## src/rtl/ecat_sync_pkg.sv

```systemverilog
// Shared types and constants for the SYNC0-style pulse generator.
// Drift fields in the config struct exist only with ECAT_SYNC_DRIFT_EN defined.
package ecat_sync_pkg;

   localparam int unsigned MIN_CYCLE_TICKS = 2;
   localparam int unsigned TIME_W          = 64;
   localparam int unsigned MAX_PERIOD_W    = 64;
   localparam int unsigned WIDTH_W         = 16;
   localparam int unsigned DRIFT_W         = 16;

   typedef enum logic [1:0] {
      IDLE  = 2'd0,
      ARMED = 2'd1,
      RUN   = 2'd2
   } ecat_sync_state_t;

   // Period is held zero-extended to the widest supported PERIOD_W.
   typedef struct packed {
      logic [TIME_W-1:0]       start_time;
      logic [MAX_PERIOD_W-1:0] cycle_ticks;
      logic [WIDTH_W-1:0]      pulse_width;
`ifdef ECAT_SYNC_DRIFT_EN
      logic [DRIFT_W-1:0]      drift_interval;
      logic                    drift_dir;
`endif
   } ecat_sync_cfg_t;

endpackage

```

## src/rtl/ecat_sync_cfg_check.sv

```systemverilog
// Combinational validation of a candidate sync configuration.
// With ECAT_SYNC_DRIFT_EN, a shortening drift must still leave a low phase.
module ecat_sync_cfg_check
   import ecat_sync_pkg::*;
(
   input  ecat_sync_cfg_t cfg,
   output logic           valid_c
);

   logic [MAX_PERIOD_W-1:0] width_ext;

   assign width_ext = MAX_PERIOD_W'(cfg.pulse_width);

   always_comb begin
      valid_c = 1'b1;
      if (cfg.cycle_ticks < MAX_PERIOD_W'(MIN_CYCLE_TICKS)) valid_c = 1'b0;
      if (cfg.pulse_width == '0)                           valid_c = 1'b0;
      if (width_ext >= cfg.cycle_ticks)                    valid_c = 1'b0;
`ifdef ECAT_SYNC_DRIFT_EN
      if (cfg.drift_dir && (width_ext >= cfg.cycle_ticks - MAX_PERIOD_W'(1)))
         valid_c = 1'b0;
`endif
   end

endmodule

```

## src/rtl/ecat_sync_gen.sv

```systemverilog
// SYNC0-style pulse train generator locked to a free-running tick counter.
// Optional periodic period stretch/shrink is enabled by ECAT_SYNC_DRIFT_EN.
module ecat_sync_gen
   import ecat_sync_pkg::*;
#(
   parameter int unsigned PERIOD_W = 32
)
(
   input  logic                CLK,
   input  logic                RST,
   input  logic                UPDATE,
   input  logic [TIME_W-1:0]   START_TIME,
   input  logic [PERIOD_W-1:0] CYCLE_TICKS,
   input  logic [WIDTH_W-1:0]  PULSE_WIDTH,
   input  logic                STOP,
`ifdef ECAT_SYNC_DRIFT_EN
   input  logic [DRIFT_W-1:0]  DRIFT_INTERVAL,
   input  logic [0:0]          DRIFT_DIR,
`endif
   output logic [TIME_W-1:0]   LOCAL_TIME,
   output logic                ECAT_SYNC,
   output logic [PERIOD_W-1:0] SYNC_COUNT,
   output logic                CFG_ERR,
   output logic                LATE
);

   ecat_sync_state_t        state, state_nx;
   ecat_sync_cfg_t          cfg_in, cfg_q, cfg_nx;
   logic                    cfg_valid_c;
   logic                    accept, reject, trigger;
   logic [PERIOD_W-1:0]     phase_q, phase_nx;
   logic [MAX_PERIOD_W-1:0] last_phase;
   logic                    sync_nx, cfg_err_nx, late_nx;
   logic [PERIOD_W-1:0]     count_nx;
`ifdef ECAT_SYNC_DRIFT_EN
   logic [DRIFT_W-1:0]      drift_cnt_q, drift_cnt_nx;
   logic                    drift_period;
`endif

   always_comb begin
      cfg_in             = '0;
      cfg_in.start_time  = START_TIME;
      cfg_in.cycle_ticks = MAX_PERIOD_W'(CYCLE_TICKS);
      cfg_in.pulse_width = PULSE_WIDTH;
`ifdef ECAT_SYNC_DRIFT_EN
      cfg_in.drift_interval = DRIFT_INTERVAL;
      cfg_in.drift_dir      = DRIFT_DIR;
`endif
   end

   ecat_sync_cfg_check u_cfg_check (
      .cfg     (cfg_in),
      .valid_c (cfg_valid_c)
   );

   // STOP discards any UPDATE presented in the same cycle.
   assign accept  = UPDATE && !STOP && cfg_valid_c;
   assign reject  = UPDATE && !STOP && !cfg_valid_c;
   assign trigger = (state == ARMED) && ((LOCAL_TIME == cfg_q.start_time) || LATE);

`ifdef ECAT_SYNC_DRIFT_EN
   assign drift_period = (cfg_q.drift_interval != '0) &&
                         (drift_cnt_q == cfg_q.drift_interval - DRIFT_W'(1));
   always_comb begin
      last_phase = cfg_q.cycle_ticks - MAX_PERIOD_W'(1);
      if (drift_period)
         last_phase = cfg_q.drift_dir ? cfg_q.cycle_ticks - MAX_PERIOD_W'(2) : cfg_q.cycle_ticks;
   end
`else
   assign last_phase = cfg_q.cycle_ticks - MAX_PERIOD_W'(1);
`endif

   always_ff @(posedge CLK) begin
      if (RST) state <= IDLE;
      else     state <= state_nx;
   end

   always_comb begin
      state_nx = state;
      if (STOP)        state_nx = IDLE;
      else if (accept) state_nx = ARMED;
      else if (trigger) state_nx = RUN;
   end

   always_comb begin
      cfg_nx     = cfg_q;
      phase_nx   = phase_q;
      sync_nx    = ECAT_SYNC;
      count_nx   = SYNC_COUNT;
      cfg_err_nx = CFG_ERR;
      late_nx    = LATE;
`ifdef ECAT_SYNC_DRIFT_EN
      drift_cnt_nx = drift_cnt_q;
`endif
      if (STOP) begin
         sync_nx = 1'b0;
      end else if (accept) begin
         cfg_nx     = cfg_in;
         phase_nx   = '0;
         sync_nx    = 1'b0;
         count_nx   = '0;
         cfg_err_nx = 1'b0;
         late_nx    = (START_TIME <= LOCAL_TIME);
      end else begin
         if (reject) cfg_err_nx = 1'b1;
         case (state)
            ARMED: begin
               if (trigger) begin
                  phase_nx = '0;
                  sync_nx  = 1'b1;
                  count_nx = SYNC_COUNT + PERIOD_W'(1);
`ifdef ECAT_SYNC_DRIFT_EN
                  drift_cnt_nx = '0;
`endif
               end
            end
            RUN: begin
               if (MAX_PERIOD_W'(phase_q) == last_phase) begin
                  phase_nx = '0;
`ifdef ECAT_SYNC_DRIFT_EN
                  drift_cnt_nx = drift_period ? '0 : drift_cnt_q + DRIFT_W'(1);
`endif
               end else begin
                  phase_nx = phase_q + PERIOD_W'(1);
               end
               sync_nx = MAX_PERIOD_W'(phase_nx) < MAX_PERIOD_W'(cfg_q.pulse_width);
               if (sync_nx && !ECAT_SYNC) count_nx = SYNC_COUNT + PERIOD_W'(1);
            end
            default: sync_nx = 1'b0;
         endcase
      end
   end

   always_ff @(posedge CLK) begin
      if (RST) begin
         LOCAL_TIME <= '0;
         cfg_q      <= '0;
         phase_q    <= '0;
         ECAT_SYNC  <= 1'b0;
         SYNC_COUNT <= '0;
         CFG_ERR    <= 1'b0;
         LATE       <= 1'b0;
`ifdef ECAT_SYNC_DRIFT_EN
         drift_cnt_q <= '0;
`endif
      end else begin
         LOCAL_TIME <= LOCAL_TIME + TIME_W'(1);
         cfg_q      <= cfg_nx;
         phase_q    <= phase_nx;
         ECAT_SYNC  <= sync_nx;
         SYNC_COUNT <= count_nx;
         CFG_ERR    <= cfg_err_nx;
         LATE       <= late_nx;
`ifdef ECAT_SYNC_DRIFT_EN
         drift_cnt_q <= drift_cnt_nx;
`endif
      end
   end

endmodule

```

## config.mk

```make
export PLATFORM = sky130hd
export DESIGN_NAME = ecat_sync_gen
export DESIGN_NICKNAME = d
export VERILOG_FILES = /design/src/rtl/ecat_sync_pkg.sv /design/src/rtl/ecat_sync_cfg_check.sv /design/src/rtl/ecat_sync_gen.sv
export SDC_FILE = /design/constraint.sdc
export NUM_CORES = 1
export LEC_CHECK = 0
export BUFFER_PORTS_ARGS = -buffer_cell sky130_fd_sc_hd__buf_4
export CAP_MARGIN = 20
export CORE_ASPECT_RATIO = 1.75
export CORE_MARGIN = 5
export CORE_UTILIZATION = 40
export CTS_CLUSTER_DIAMETER = 150
export DETAILED_ROUTE_END_ITERATION = 12
export MAX_ROUTING_LAYER = met4
export PLACE_DENSITY_LB_ADDON = 0.2
export SYNTH_ARGS = -nofsm -noshare
export SYNTH_HDL_FRONTEND = slang
export SYNTH_HIERARCHICAL = 1
export SYNTH_SLANG_ARGS = --single-unit
```

## constraint.sdc

```tcl
create_clock -name CLK -period 7.26 [get_ports CLK]
set_clock_uncertainty 0.15 [all_clocks]
set_input_delay 1.452 -clock CLK [delete_from_list [all_inputs] [get_ports CLK]]
set_output_delay 1.452 -clock CLK [all_outputs]
set_load 0.05 [all_outputs]
```

Word-level counts from Yosys, hierarchy flattened
Cells that the tools add are included.
W data, S select, Z words.
{ "word_totals": {"register_bits": 245, "latch_bits": 0, "mem_bits_rw": 0, "rom_bits": 0, "inputBits": 116, "output_inout_bits": 99, "n_memories": 0} }
{ "op_classes": {"add_sub_neg": 4, "mul": 0, "div_mod_pow": 0, "magnitude_cmp": 4, "eq_ne": 7, "shifts": 0, "n_mux": 20, "bitwise_logic": 1, "reduce_logical": 19} }
{ "op_table": {"columns": ["operator", "count"], "rows": [
  ["$mux W32", 9],
  ["$pmux W32 S2", 2],
  ["$add A32 B1 Y32 const B", 2],
  ["$add A64 B1 Y64 const B", 1],
  ["$eq A32 B64 Y1", 1],
  ["$eq A64 B64 Y1", 1],
  ["$le A64 B64 Y1", 1],
  ["$sub A32 B1 Y33 const B", 1],
  ["$ge A16 B32 Y1", 1],
  ["$lt A32 B16 Y1", 1],
  ["$lt A32 B2 Y1 const B", 1],
  ["$logic_not A16 Y1", 1],
  ["$mux W1", 8],
  ["$ne A3 B3 Y1 const B", 2],
  ["$logic_and A1 B1 Y1", 5],
  ["$reduce_and A2 Y1", 2],
  ["$reduce_and A4 Y1", 1],
  ["$reduce_bool A2 Y1", 2],
  ["$logic_not A1 Y1", 3],
  ["$reduce_and A3 Y1", 1],
  ["$reduce_bool A3 Y1", 1],
  ["$reduce_or A3 Y1", 1],
  ["$eq A2 B1 Y1 const B", 1],
  ["$eq A2 B2 Y1 const B", 1],
  ["other kinds (5)", 5]
]} }

Depth between registers and ports, before layout
{ "depth": {"word_depth": 12, "mapped_depth": 26, "depth_no_buf": 21} }

Hierarchy
Netlist, hierarchy kept.
{ "modules_own_cells": {"columns": ["mod", "n_inst", "cells_each", "area_per_inst_um2", "seq_area_each_um2"], "rows": [
  ["ecat_sync_gen", 1, 1843, 14274.9, 4904.7],
  ["ecat_sync_cfg_check", 1, 81, 564.3, 0.0]
]} }

Worst setup path before layout
Ideal clock, no wire load.
{ "synth_timing": {"kind": "reg-to-reg", "from": "reg cfg_q[16] (netlist name)", "to": "reg SYNC_COUNT[16]", "setup_ps": 70, "t_arrival_ps": 5425, "slack_ps": 1615, "stages_incl_launch_ff": 26, "path_buffers": 4, "cell_sequence": "dfxtp_1 clkbuf_1 inv_1 ha_1 or3b_4 or4_4 a2111oi_4 nand4_1 nor4_2 nand4_1 nor4_4 buf_6 clkbuf_1 nor2_1 ha_1 a211oi_1 o21ai_0 o211ai_1 a21oi_1 a211o_1 nor3_1 and4_1 nor2_1 buf_2 or4_1 a21oi_1"} }
{ "synth_between": {"elab_chain_len": 10} }
{ "synth_lines": {"columns": ["element", "line", "source"], "rows": [
  ["start: declaration", "ecat_sync_gen.sv:28", "ecat_sync_cfg_t cfg_in, cfg_q, cfg_nx;"],
  ["start signal: assignment", "ecat_sync_gen.sv:148", "cfg_q <= cfg_nx;"],
  ["$sub A32 B1 Y33", "ecat_sync_gen.sv:70", "assign last_phase = cfg_q.cycle_ticks - MAX_PERIOD_W'(1);"],
  ["$eq A32 B64 Y1", "ecat_sync_gen.sv:118", "if (MAX_PERIOD_W'(phase_q) == last_phase) begin"],
  ["$mux W32", "ecat_sync_gen.sv:118", null],
  ["$mux W32", "ecat_sync_gen.sv:106", "case (state)"],
  ["$mux W32", "ecat_sync_gen.sv:97", "end else if (accept) begin"],
  ["$mux W32", "ecat_sync_gen.sv:95", "if (STOP) begin"],
  ["$lt A32 B16 Y1", "ecat_sync_gen.sv:126", "sync_nx = MAX_PERIOD_W'(phase_nx) < MAX_PERIOD_W'(cfg_q.pulse_width);"],
  ["$logic_and A1 B1 Y1", "ecat_sync_gen.sv:127", "if (sync_nx && !ECAT_SYNC) count_nx = SYNC_COUNT + PERIOD_W'(1);"],
  ["$ne A3 B3 Y1 (no source line)", null, null],
  ["$reduce_and A4 Y1 (no source line)", null, null],
  ["end signal: assignment", "ecat_sync_gen.sv:151", "SYNC_COUNT <= count_nx;"],
  ["end: declaration", "ecat_sync_gen.sv:22", "output logic [PERIOD_W-1:0] SYNC_COUNT,"]
]} }
No other way between the ends. The select of a mux whose other input is x is not followed.
A chain may end at the register's enable or synchronous reset.

Final worst setup path
{ "layout_timing": {"from": "reg cfg_q[16] (netlist name)", "to": "reg SYNC_COUNT[30]"} }
The elaborated chain is that of the path after synthesis.

==> results.md <==
* Outcome: finished, final reports clean
* Routed WL at 52000 µm
* Synth async-reset ratio at 0
* CTS tree: yes
* Total core area at 0.0368 mm²
* Crit-path cells: inv_1, ha_1, or3b_4, or4_4, a2111oi_4, nand4_1, nor4_2, nand4_1, nor4_4, nor2_1, ha_1, a211oi_1, o21ai_0, o211ai_1, a21oi_1, a211o_1, nor3_1, a21o_1, nor2_1, buf_6, buf_4, nor4_1, mux2i_1
* Worst EP arrival at 7.00 ns
* Post-Route Utilization at 0.486
* Crit start category: flop
* Die area at 0.0412 mm²
* WL per Instance at 19.9 µm
* Slew HR at 0.311
* Post-DP HPWL at 40500 µm
* Worst Path Required at 7.59 ns
* Max Cap Viol at 0
* Placer congestion estimate at 0.967
* Synthesized cell area at 0.0148 mm²
* H-tree depth at 1
* CP max FO at 15
* PortBufs at 214
* First-pass GRT wire length at 79800 µm
* Worst hold-check path type: reg2reg
* EDFF count, synth at 0
* Layout cells sized above 1 at 0.141
* Avg Synthesized Cell Area at 7.71 µm²
* Post-cts gate resize count at 0
* Leakage at 7.22 nW
* Num rows at 93
* Critical path class: reg2reg
* CTS root buffer: clkbuf_16
* Setup TNS Final at 0 ns
* Worst r2r src: cfg_q[16]$_SDFFE_PP0P_
* Mapped Cells at 1924
* Slew Viols, Final at 0
* Crit share post-route at 0.919
* Initial antenna violation count at 1
* Drt drc at 0
* Die H at 265 µm
* CP max stage delay at 0.64 ns
* Iteration-0 DRC Markers at 843
* Max IR drop VDD at 174 µV
* Starting density of the core at 0.404
* Most frequent cell after synthesis: nand2_1
* Synth area leaders: dfxtp_1 33%, ha_1 8.5%, nand2_1 7.7%, a21oi_1 5.9%, xor2_1 5.8%
* Vias post-DR at 14300
* Synth warn at 6
* Post-layout nets at 2335
* Setup bufs post-CTS at 0
* Slowest CP cell: nor4_4
* RSZ-0062 raised after global routing: false
* CTS clk-pin slew, worst paths at 0.06 ns
* Flops & latches, synth at 245
* Main synth FF type: dfxtp_1
* Count of different cell masters after synthesis at 63
* Crit. Startpoint: cfg_q[16]$_SDFFE_PP0P_
* Total track usage at 0.250
* Top cells by count, synth: 306 x nand2_1, 245 x dfxtp_1, 174 x a21oi_1
* Finish-stage setup viols at 0
* Sequential area share after synthesis at 0.331
* Worst hold slack at 0.306 ns
* FMAX at 150 MHz
* Share of the synthesized area in the top cell type at 0.331
* Critical path endpoint category: flop
* Overflow after GRT at 0
* Largest net degree at the start of global routing at 95
* Clock Latency Late Sink at 0.56 ns
* CTS buffer count at 26
* Start point of the worst hold path: cfg_q[12]$_SDFFE_PP0P_
* Die X at 156 µm
* CTS Buffer Depth at 3
* Drt via density at 5.47
* PwrDens at 185 mW/mm²
* Antenna violation net count after detailed routing at 0
* Fin crit period at 6.67 ns
* I/O pin count at 215
* Vias in the first global route at 14500
* Clock sinks at 245
* Final Hold Viols at 0
* Tightest Pin Transition at 1.03 ns
* Top cell type by total area after synthesis: dfxtp_1
* Area delta synth->final at 20.4%
* Hold_buf cts at 0
* DRT Pass-1 Iters at 5
[cell families (layout without fill, tap and decap cells)]
family,after synthesis,count (layout),share of synthesized area
buf+inv,212,394,0.0555
simple gates,819,819,0.269
flops,245,245,0.331
mux,17,17,0.0115
xor+xnor,191,191,0.113
other cells,1,33,0.000253
compound gates,338,338,0.135
fa+ha+maj,101,101,0.0852
[where the power goes]
group | total, mW | leakage (nW) | switching [mW] | internal, mW
logic | 0.439 | 4.78 | 0.265 | 0.174
clock network | 1.45 | 0.449 | 0.583 | 0.868
registers | 1.41 | 1.99 | 0.0320 | 1.38
total | 3.30 | 7.22 | 0.880 | 2.42
[path summary, 6_finish.rpt]
path | to | slack (ns) | cells past startpoint
setup reg to reg | SYNC_COUNT[30]$_SDFFE_PP0P_ | 0.59 | 23
setup / recovery | SYNC_COUNT[30]$_SDFFE_PP0P_ | 0.59 | 23
hold / removal | cfg_q[12]$_SDFFE_PP0P_ | 0.31 | 2
hold reg to reg | cfg_q[12]$_SDFFE_PP0P_ | 0.31 | 2
[critical path: cells and delay by family, from the launching register on]
kind                     cells  cell delay (ns)
multiplexers                 1             0.23
AND/OR/NAND/NOR             10             3.09
AO/OA/AOI/OAI                7             1.76
adder cells (fa/ha/maj)      2             0.56
buffers and inverters        3             0.44
flip-flops                   1             0.37
[state kept, by name, summed over array words and instances (netlist names)]
| register | flops |
|---|---|
| CFG_ERR | 1 |
| state | 2 |
| cfg_q | 112 |
| SYNC_COUNT | 32 |
| ECAT_SYNC | 1 |
| LATE | 1 |
| LOCAL_TIME | 64 |
| phase_q | 32 |
[layer usage]
layer | up-vias | GRT usage | wire length, µm
li1 | 7036 | - | -
met1 | 6749 | 0.241 | 18100
met2 | 358 | 0.474 | 28400
met3 | 144 | 0.0353 | 2180
met4 | 0 | 0.133 | 3290
met5 | - | - | 0
[area by class of cell]
cell class	instances	area (µm²)
fill	3801	18900
multi-input combinational	1498	9240
sequential	245	4900
timing repair buffer	239	1800
clock buffer	34	711
tap	475	594
inverter	108	405
clock inverter	13	204
antenna	1	2.50
[through the flow]
step,worst slack (ns),instance area (µm²),total power [mW],std cells
2_1_floorplan,1.61,15000,1.70,1955
3_3_place_gp,0.671,16900,1.87,2564
3_5_place_dp,0.611,16900,1.88,2565
4_1_cts,0.614,17900,3.34,2612
5_1_grt,0.143,17900,3.43,2613
6_report,0.586,17900,3.30,2613
[placed cells by master, fill, tap and decap left out, types with 32 or more instances in the layout]
master and instances:
xor2_1 98, ha_1 101, nand4_1 61, nand2_1 305, a21oi_1 174, nand3_1 56, nor4_1 60, conb_1 32
xnor2_1 93, nor3_1 44, inv_1 108, o21ai_0 51, dfxtp_1 245, buf_4 237, nor2_1 164
Power figures use the tool's default switching activity.
